[src/rtl/fetch_unit_pkg.sv]
// rtl/fetch_unit_pkg.sv - shared constants and fetch-entry type for the fetch unit
package fetch_unit_pkg;

   localparam int XLEN        = 32;
   localparam int INSTR_BYTES = 4;
   localparam logic [XLEN-1:0] NOP_INSTR = 32'h0000_0013;

   // Low address bits that are forced to zero on every fetch address
   localparam logic [XLEN-1:0] ALIGN_MASK = XLEN'(INSTR_BYTES - 1);

   typedef struct packed {
      logic [XLEN-1:0] pc;
      logic [XLEN-1:0] instr;
   } fetch_entry_t;

   // Word-align a byte address
   function automatic logic [XLEN-1:0] align_pc(input logic [XLEN-1:0] addr);
      return addr & ~ALIGN_MASK;
   endfunction

endpackage

[src/rtl/fetch_fifo.sv]
// rtl/fetch_fifo.sv - circular fetch queue with push/pop/flush and occupancy count
module fetch_fifo #(
   parameter int DEPTH = 4,
   parameter int WIDTH = 64,
   parameter logic [WIDTH-1:0] RESET_DATA = '0,
   localparam int PW = $clog2(DEPTH),
   localparam int CW = PW + 1
) (
   input  logic             clk,
   input  logic             rst,
   input  logic             flush,
   input  logic             push,
   input  logic             pop,
   input  logic [WIDTH-1:0] wdata,
   output logic [WIDTH-1:0] rdata,
   output logic [CW-1:0]    count
);

   logic [WIDTH-1:0] mem [DEPTH];
   logic [PW-1:0]    wptr;
   logic [PW-1:0]    rptr;

   // Entry storage: reset to a known value so the head is never X, written at the tail on push
   always_ff @(posedge clk) begin
      if (rst) begin
         for (int i = 0; i < DEPTH; i++) begin
            mem[i] <= RESET_DATA;
         end
      end else if (!flush && push) begin
         mem[wptr] <= wdata;
      end
   end

   // Pointers and count; flush discards everything, pointers wrap naturally (DEPTH is a power of two)
   always_ff @(posedge clk) begin
      if (rst || flush) begin
         wptr  <= '0;
         rptr  <= '0;
         count <= '0;
      end else begin
         if (push) begin
            wptr <= wptr + 1'b1;
         end
         if (pop) begin
            rptr <= rptr + 1'b1;
         end
         case ({push, pop})
            2'b10:   count <= count + 1'b1;
            2'b01:   count <= count - 1'b1;
            default: count <= count;
         endcase
      end
   end

   assign rdata = mem[rptr];

endmodule

[src/rtl/fetch_unit.sv]
// rtl/fetch_unit.sv - instruction fetch PC sequencing feeding a small decode queue
module fetch_unit
   import fetch_unit_pkg::*;
#(
   parameter logic [31:0] RESET_PC   = 32'h0000_0000,
   parameter int          FIFO_DEPTH = 4
) (
   input  logic        clk,
   input  logic        rst,
   output logic [31:0] imem_addr,
   input  logic [31:0] imem_rdata,
   input  logic        redirect_valid,
   input  logic [31:0] redirect_pc,
   input  logic        id_ready,
   output logic        id_valid,
   output logic [31:0] id_instr,
   output logic [31:0] id_pc,
   output logic [31:0] id_pc_plus4
);

   localparam int CW = $clog2(FIFO_DEPTH) + 1;
   localparam logic [CW-1:0]   DEPTH_C     = CW'(FIFO_DEPTH);
   localparam logic [XLEN-1:0] RESET_PC_AL = {RESET_PC[XLEN-1:2], 2'b00};
   localparam fetch_entry_t    RESET_ENTRY = '{pc: RESET_PC_AL, instr: NOP_INSTR};

   logic [XLEN-1:0] fpc;
   logic [CW-1:0]   count;
   logic            full;
   logic            push;
   logic            pop;
   fetch_entry_t    wr_entry;
   fetch_entry_t    head;

   // A full queue can still accept a new word when the head leaves in the same cycle
   assign full     = (count == DEPTH_C);
   assign id_valid = (count != '0);
   assign pop      = id_valid && id_ready && !redirect_valid;
   assign push     = !redirect_valid && (!full || pop);

   assign imem_addr = fpc;
   assign wr_entry  = '{pc: fpc, instr: imem_rdata};

   // Fetch PC: redirect beats sequential advance; wraps at the top of the address space
   always_ff @(posedge clk) begin
      if (rst) begin
         fpc <= RESET_PC_AL;
      end else if (redirect_valid) begin
         fpc <= align_pc(redirect_pc);
      end else if (push) begin
         fpc <= fpc + XLEN'(INSTR_BYTES);
      end
   end

   fetch_fifo #(
      .DEPTH      (FIFO_DEPTH),
      .WIDTH      ($bits(fetch_entry_t)),
      .RESET_DATA (RESET_ENTRY)
   ) u_fifo (
      .clk   (clk),
      .rst   (rst),
      .flush (redirect_valid),
      .push  (push),
      .pop   (pop),
      .wdata (wr_entry),
      .rdata (head),
      .count (count)
   );

   assign id_pc       = head.pc;
   assign id_instr    = head.instr;
   assign id_pc_plus4 = head.pc + XLEN'(INSTR_BYTES);

endmodule

[config.mk]
export PLATFORM = sky130hd
export DESIGN_NAME = fetch_unit
export DESIGN_NICKNAME = d
export VERILOG_FILES = /design/src/rtl/fetch_unit_pkg.sv /design/src/rtl/fetch_fifo.sv /design/src/rtl/fetch_unit.sv
export SDC_FILE = /design/constraint.sdc
export NUM_CORES = 1
export LEC_CHECK = 0
export ABC_AREA = 1
export ABC_CLOCK_PERIOD_IN_PS = 13500
export CAP_MARGIN = 20
export CORE_AREA = 2 2 159 161
export CTS_CLUSTER_DIAMETER = 150
export DETAILED_ROUTE_END_ITERATION = 12
export DIE_AREA = 0 0 161 163
export PLACE_DENSITY = 0.85
export SLEW_MARGIN = 10
export SYNTH_ARGS = -nofsm -noshare
export SYNTH_HDL_FRONTEND = slang
export SYNTH_SLANG_ARGS = --single-unit
[constraint.sdc]
create_clock -name clk -period 13.5 [get_ports clk]
set_input_delay 3.375 -clock clk [delete_from_list [all_inputs] [get_ports clk]]
set_output_delay 3.375 -clock clk [all_outputs]
set_load 0.02 [all_outputs]
Yosys cells after proc, flatten, opt, wreduce, memory -nomap -nowiden
Memories as Yosys holds them, arrays and structs flattened. A register that Yosys moved wholly into a read port is not among the register bits. Index checks and enable logic that the tools add are counted.

Register bits: 39. RAM bits: 256. Memories kept: 1.

Memories: u_fifo.mem (words 4, width 64, rd ports 1, clocked after Yosys merged registers in 1, wr ports 4, line fetch_fifo.sv:19) `logic [WIDTH-1:0] mem [DEPTH];`.

Add/sub/neg operators: 6. Equality and inequality tests: 3. Multiplexer cells: 13. Reductions and logical operators: 13.

Operator list (count): $add 32x3->32 const B (2); $mux 32 (2); $mux 64 (1); $reduce_or 64->1 (1); $mux 1 (6); $mux 2 (3); $pmux 3 s2 (1); $add 2x1->2 const B (2); $logic_and 1x1->1 (4); $reduce_bool 2->1 (2); $add 3x1->3 const B (1); $eq 3x3->1 const B (1); $reduce_bool 3->1 (1); $sub 3x1->3 const B (1); $eq 2x1->1 const B (1); $eq 2x2->1 const B (1); $logic_not 1->1 (2); $logic_or 1x1->1 (2); $reduce_or 2->1 (1).

Longest topological paths before layout
Depth after elaboration: 11. Depth in mapped cells: 13.

Modules after synthesis
From an unflattened synthesis, not the netlist that was laid out.

Cells, all modules: 1593. Area total of the unflattened synthesis: 14536.4 sq um.

By module, submodules not included: fetch_fifo (instances 1, cells an instance 1084, area each 11638.7 sq um, sequential area each 7867.5 sq um); fetch_unit (instances 1, cells an instance 509, area each 2897.8 sq um, sequential area each 600.6 sq um).

Worst setup path before layout
No wires, ideal clock.

Kind: input to register. Start: input redirect_valid. End: memory u_fifo.mem[3][0] (enable). Arrival: 8.539 ns. Path slack: 4.394 ns. Stages on the path: 8. Path buffers: 1. Cells stage by stage: buf_4 inv_2 nand3_2 nand3_2 nand2_1 clkinv_1 nand2_1 o21ai_0.

RTL lines: start, declared (line fetch_unit.sv:12) `input logic redirect_valid,`; end, declared (line fetch_fifo.sv:19).

==> out/qor.yml <==
num_antenna_cells: 0
synth_top_cell_area_share: 0.511
p_leak_uw: 0.00686
fmax_mhz: 123
cts_resized: 0
status: "finished clean"
cts-htree-levels: 1
hold_viol: 0
drc: 0
post-place-ws_ns: 5.24
cp.required_ns: 10.12
cellPowerDensity_mw_per_mm2: 121
setup_viol: 0
path_max_fanout: 107
core-area_mm2: 0.0247
instances_no_fill: 2225
fin_skew_ns: 0.0154
die_y_um: 163
hp-class: "reg2reg"
drt_iter0_drc: 1616
grt_antenna_before_repair: 0
clock_sinks: 287
synthCells: 1727
dp_cells: 2171
drtPass1Iterations: 6
max_slew.worst_pin.slew_ns: 1.15
area_growth_pct: 20.3
cts_made_buffers: 29
netlist_top_cells_area: "edfxtp_1 51%, nand2_1 11%, nor2_1 8.8%"
postCtsSetupBuffers: 0
clk_path_buf_depth: 3
die-area_mm2: 0.0262
layout_setup_ws_ns: 5.37
ys_ff_latch: 287
drive_above_1_share: 0.0565
path_cells: "clkinv_2 -> buf_4 -> nand2_1 -> nand2_1 -> nand2_1 -> nand2_1 -> ha_1 -> nand3_1 -> nor2_1 -> nand2_1 -> xor2_1 -> clkdlybuf4s50_1"
holdWs_ns: 0.508
max_slew_margin: 0.231
max_cap_violations: 0
yosysTopAreaCell: "edfxtp_1"
num_vias: 12600
synth_cell_types: 33
postCtsHoldBufs: 0
fin_crit_sh: 0.602
cpMostUsedCell: "nand2_1"
fill_cells: 1761
gr-total-overflow: 0
place_congestion: 0.936
start_util: 0.590
cp-start-kind: "register"
yosysSeqAreaShare: 0.565
antenna_left: 0
synth.avg_cell_area_um2: 8.44
gr-usage-all-layers: 0.297
cpPeakStageDelay_ns: 0.92
cts-root-buf: "clkbuf_16"
grt_pass1_wl_mm: 61.9
hpwl_mm: 24.4
via_per_inst: 5.65
fin_tns_setup_ns: 0
nets: 1945
wl_per_cell_um: 17.8
num_io_pins: 197
wl_mm: 39.6
cpMaxStageDelayCell: "buf_4"
yosysWarnings: 0
critPathKind: "reg2out"
timing.final.crit_period_ns: 8.13
rsz0062_at_grt: "false"
worstSetupEndpointType: "output port"
grt_max_degree: 108
grt_pass1_vias: 12200
portBuffers: 188
placementRows: 58
drv_slew: 0
die_w_um: 161
ir_drop_mv: 0.0906
clk_pin_slew_ns: 0.06
cp_data_arrival_time_ns: 4.75
syn_area_mm2: 0.0146
tritoncts: "yes"
clkLatencyLatePin_ns: 0.56
[report_power, final]
group / leakage (uW) / switching (uW) / internal, uW / total, uW
Sequential: 0.00287 / 18.9 / 1010 / 1030
Clock: 0.000472 / 353 / 476 / 829
Combinational: 0.00352 / 166 / 94.4 / 260
Total: 0.00686 / 537 / 1580 / 2120
[registers in the layout, summed over array words and instances (netlist names), named ones only]
name          flops
u_fifo.rptr       2
u_fifo.mem      248
imem_addr        30
u_fifo.wptr       2
u_fifo.count      3
[per-stage QoR]
stage                util  total power [uW]  cell area [um^2]
finish              0.710              2120             17500
global route        0.710              2180             17500
CTS                 0.710              2120             17500
detailed placement  0.670              1300             16500
global placement    0.670              1300             16500
floorplan               -              1190             14600
[cells in the final DEF, fill, tap and decap left out, types with 32 or more instances in the layout]
cell,netlist,final
dfxtp_1,39,37
o22ai_1,32,32
inv_1,139,139
nor2_1,340,340
o21ai_0,100,98
nand2_1,446,444
nor3_1,70,70
edfxtp_1,248,248
nand3_1,103,103
clkdlybuf4s50_1,0,188
[layer usage]
layer  vias to the layer above  track usage  routed length [um]
met5                         -            0                   0
met2                       732        0.506               19200
li1                       5954            -                   -
met1                      5815        0.397               15500
met4                         0       0.0942                 764
met3                        78       0.0410                4110
[cell families after synthesis]
kind of cell,share of synthesized area
other,0.000257
XOR/XNOR,0.0138
flip-flops,0.565
adder cells (fa/ha/maj),0.00429
buffers and inverters,0.0721
AO/OA/AOI/OAI,0.0640
AND/OR/NAND/NOR,0.281
[synth_stat cells (all sizes together)]
| library cell | instances |
|---|---|
| o21ai | 104 |
| o211ai | 5 |
| a32oi | 1 |
| clkinv | 2 |
| o31ai | 1 |
| clkbuf | 36 |
| or2 | 1 |
| conb | 1 |
| and2 | 1 |
| a31oi | 6 |
| dfxtp | 39 |
| inv | 148 |
| o22ai | 32 |
| xor2 | 23 |
| nand2 | 459 |
| buf | 55 |
| nor2 | 354 |
| nor3 | 70 |
| ha | 5 |
| a21oi | 24 |
| nand3 | 105 |
| edfxtp | 248 |
| nand4 | 7 |
[path summary, 6_finish.rpt]
path / from / end / slack [ns] / cells after the start
setup / recovery: register / id_pc_plus4[16] / 5.37 / 12
hold / removal: u_fifo.count[0]$_SDFFE_PP0P_ / u_fifo.count[0]$_SDFFE_PP0P_ / 0.51 / 2
setup reg to reg: u_fifo.count[0]$_SDFFE_PP0P_ / u_fifo.mem[0][19]$_SDFFCE_PN0P_ / 9.37 / 13
hold reg to reg: u_fifo.count[0]$_SDFFE_PP0P_ / u_fifo.count[0]$_SDFFE_PP0P_ / 0.51 / 2
[worst max-delay path, delay by kind of cell (launching register included)]
| family | cells | cell delay, ns |
|---|---|---|
| simple gates | 7 | 1.36 |
| flops | 1 | 0.53 |
| fa+ha+maj | 1 | 0.19 |
| xor+xnor | 1 | 0.20 |
| buf+inv | 3 | 1.87 |
[area by class of cell]
| cell class | count | area [um^2] | area share |
|---|---|---|---|
| Timing Repair Buffer | 200 | 1970 | 0.113 |
| Clock inverter | 19 | 221 | 0.0126 |
| Multi-Input combinational cell | 1204 | 5340 | 0.305 |
| Clock buffer | 35 | 778 | 0.0444 |
| Tap cell | 330 | 413 | 0.0236 |
| Inverter | 150 | 566 | 0.0323 |
| Sequential cell | 287 | 8230 | 0.470 |
No activity file was read; power rests on OpenSTA's default activity.
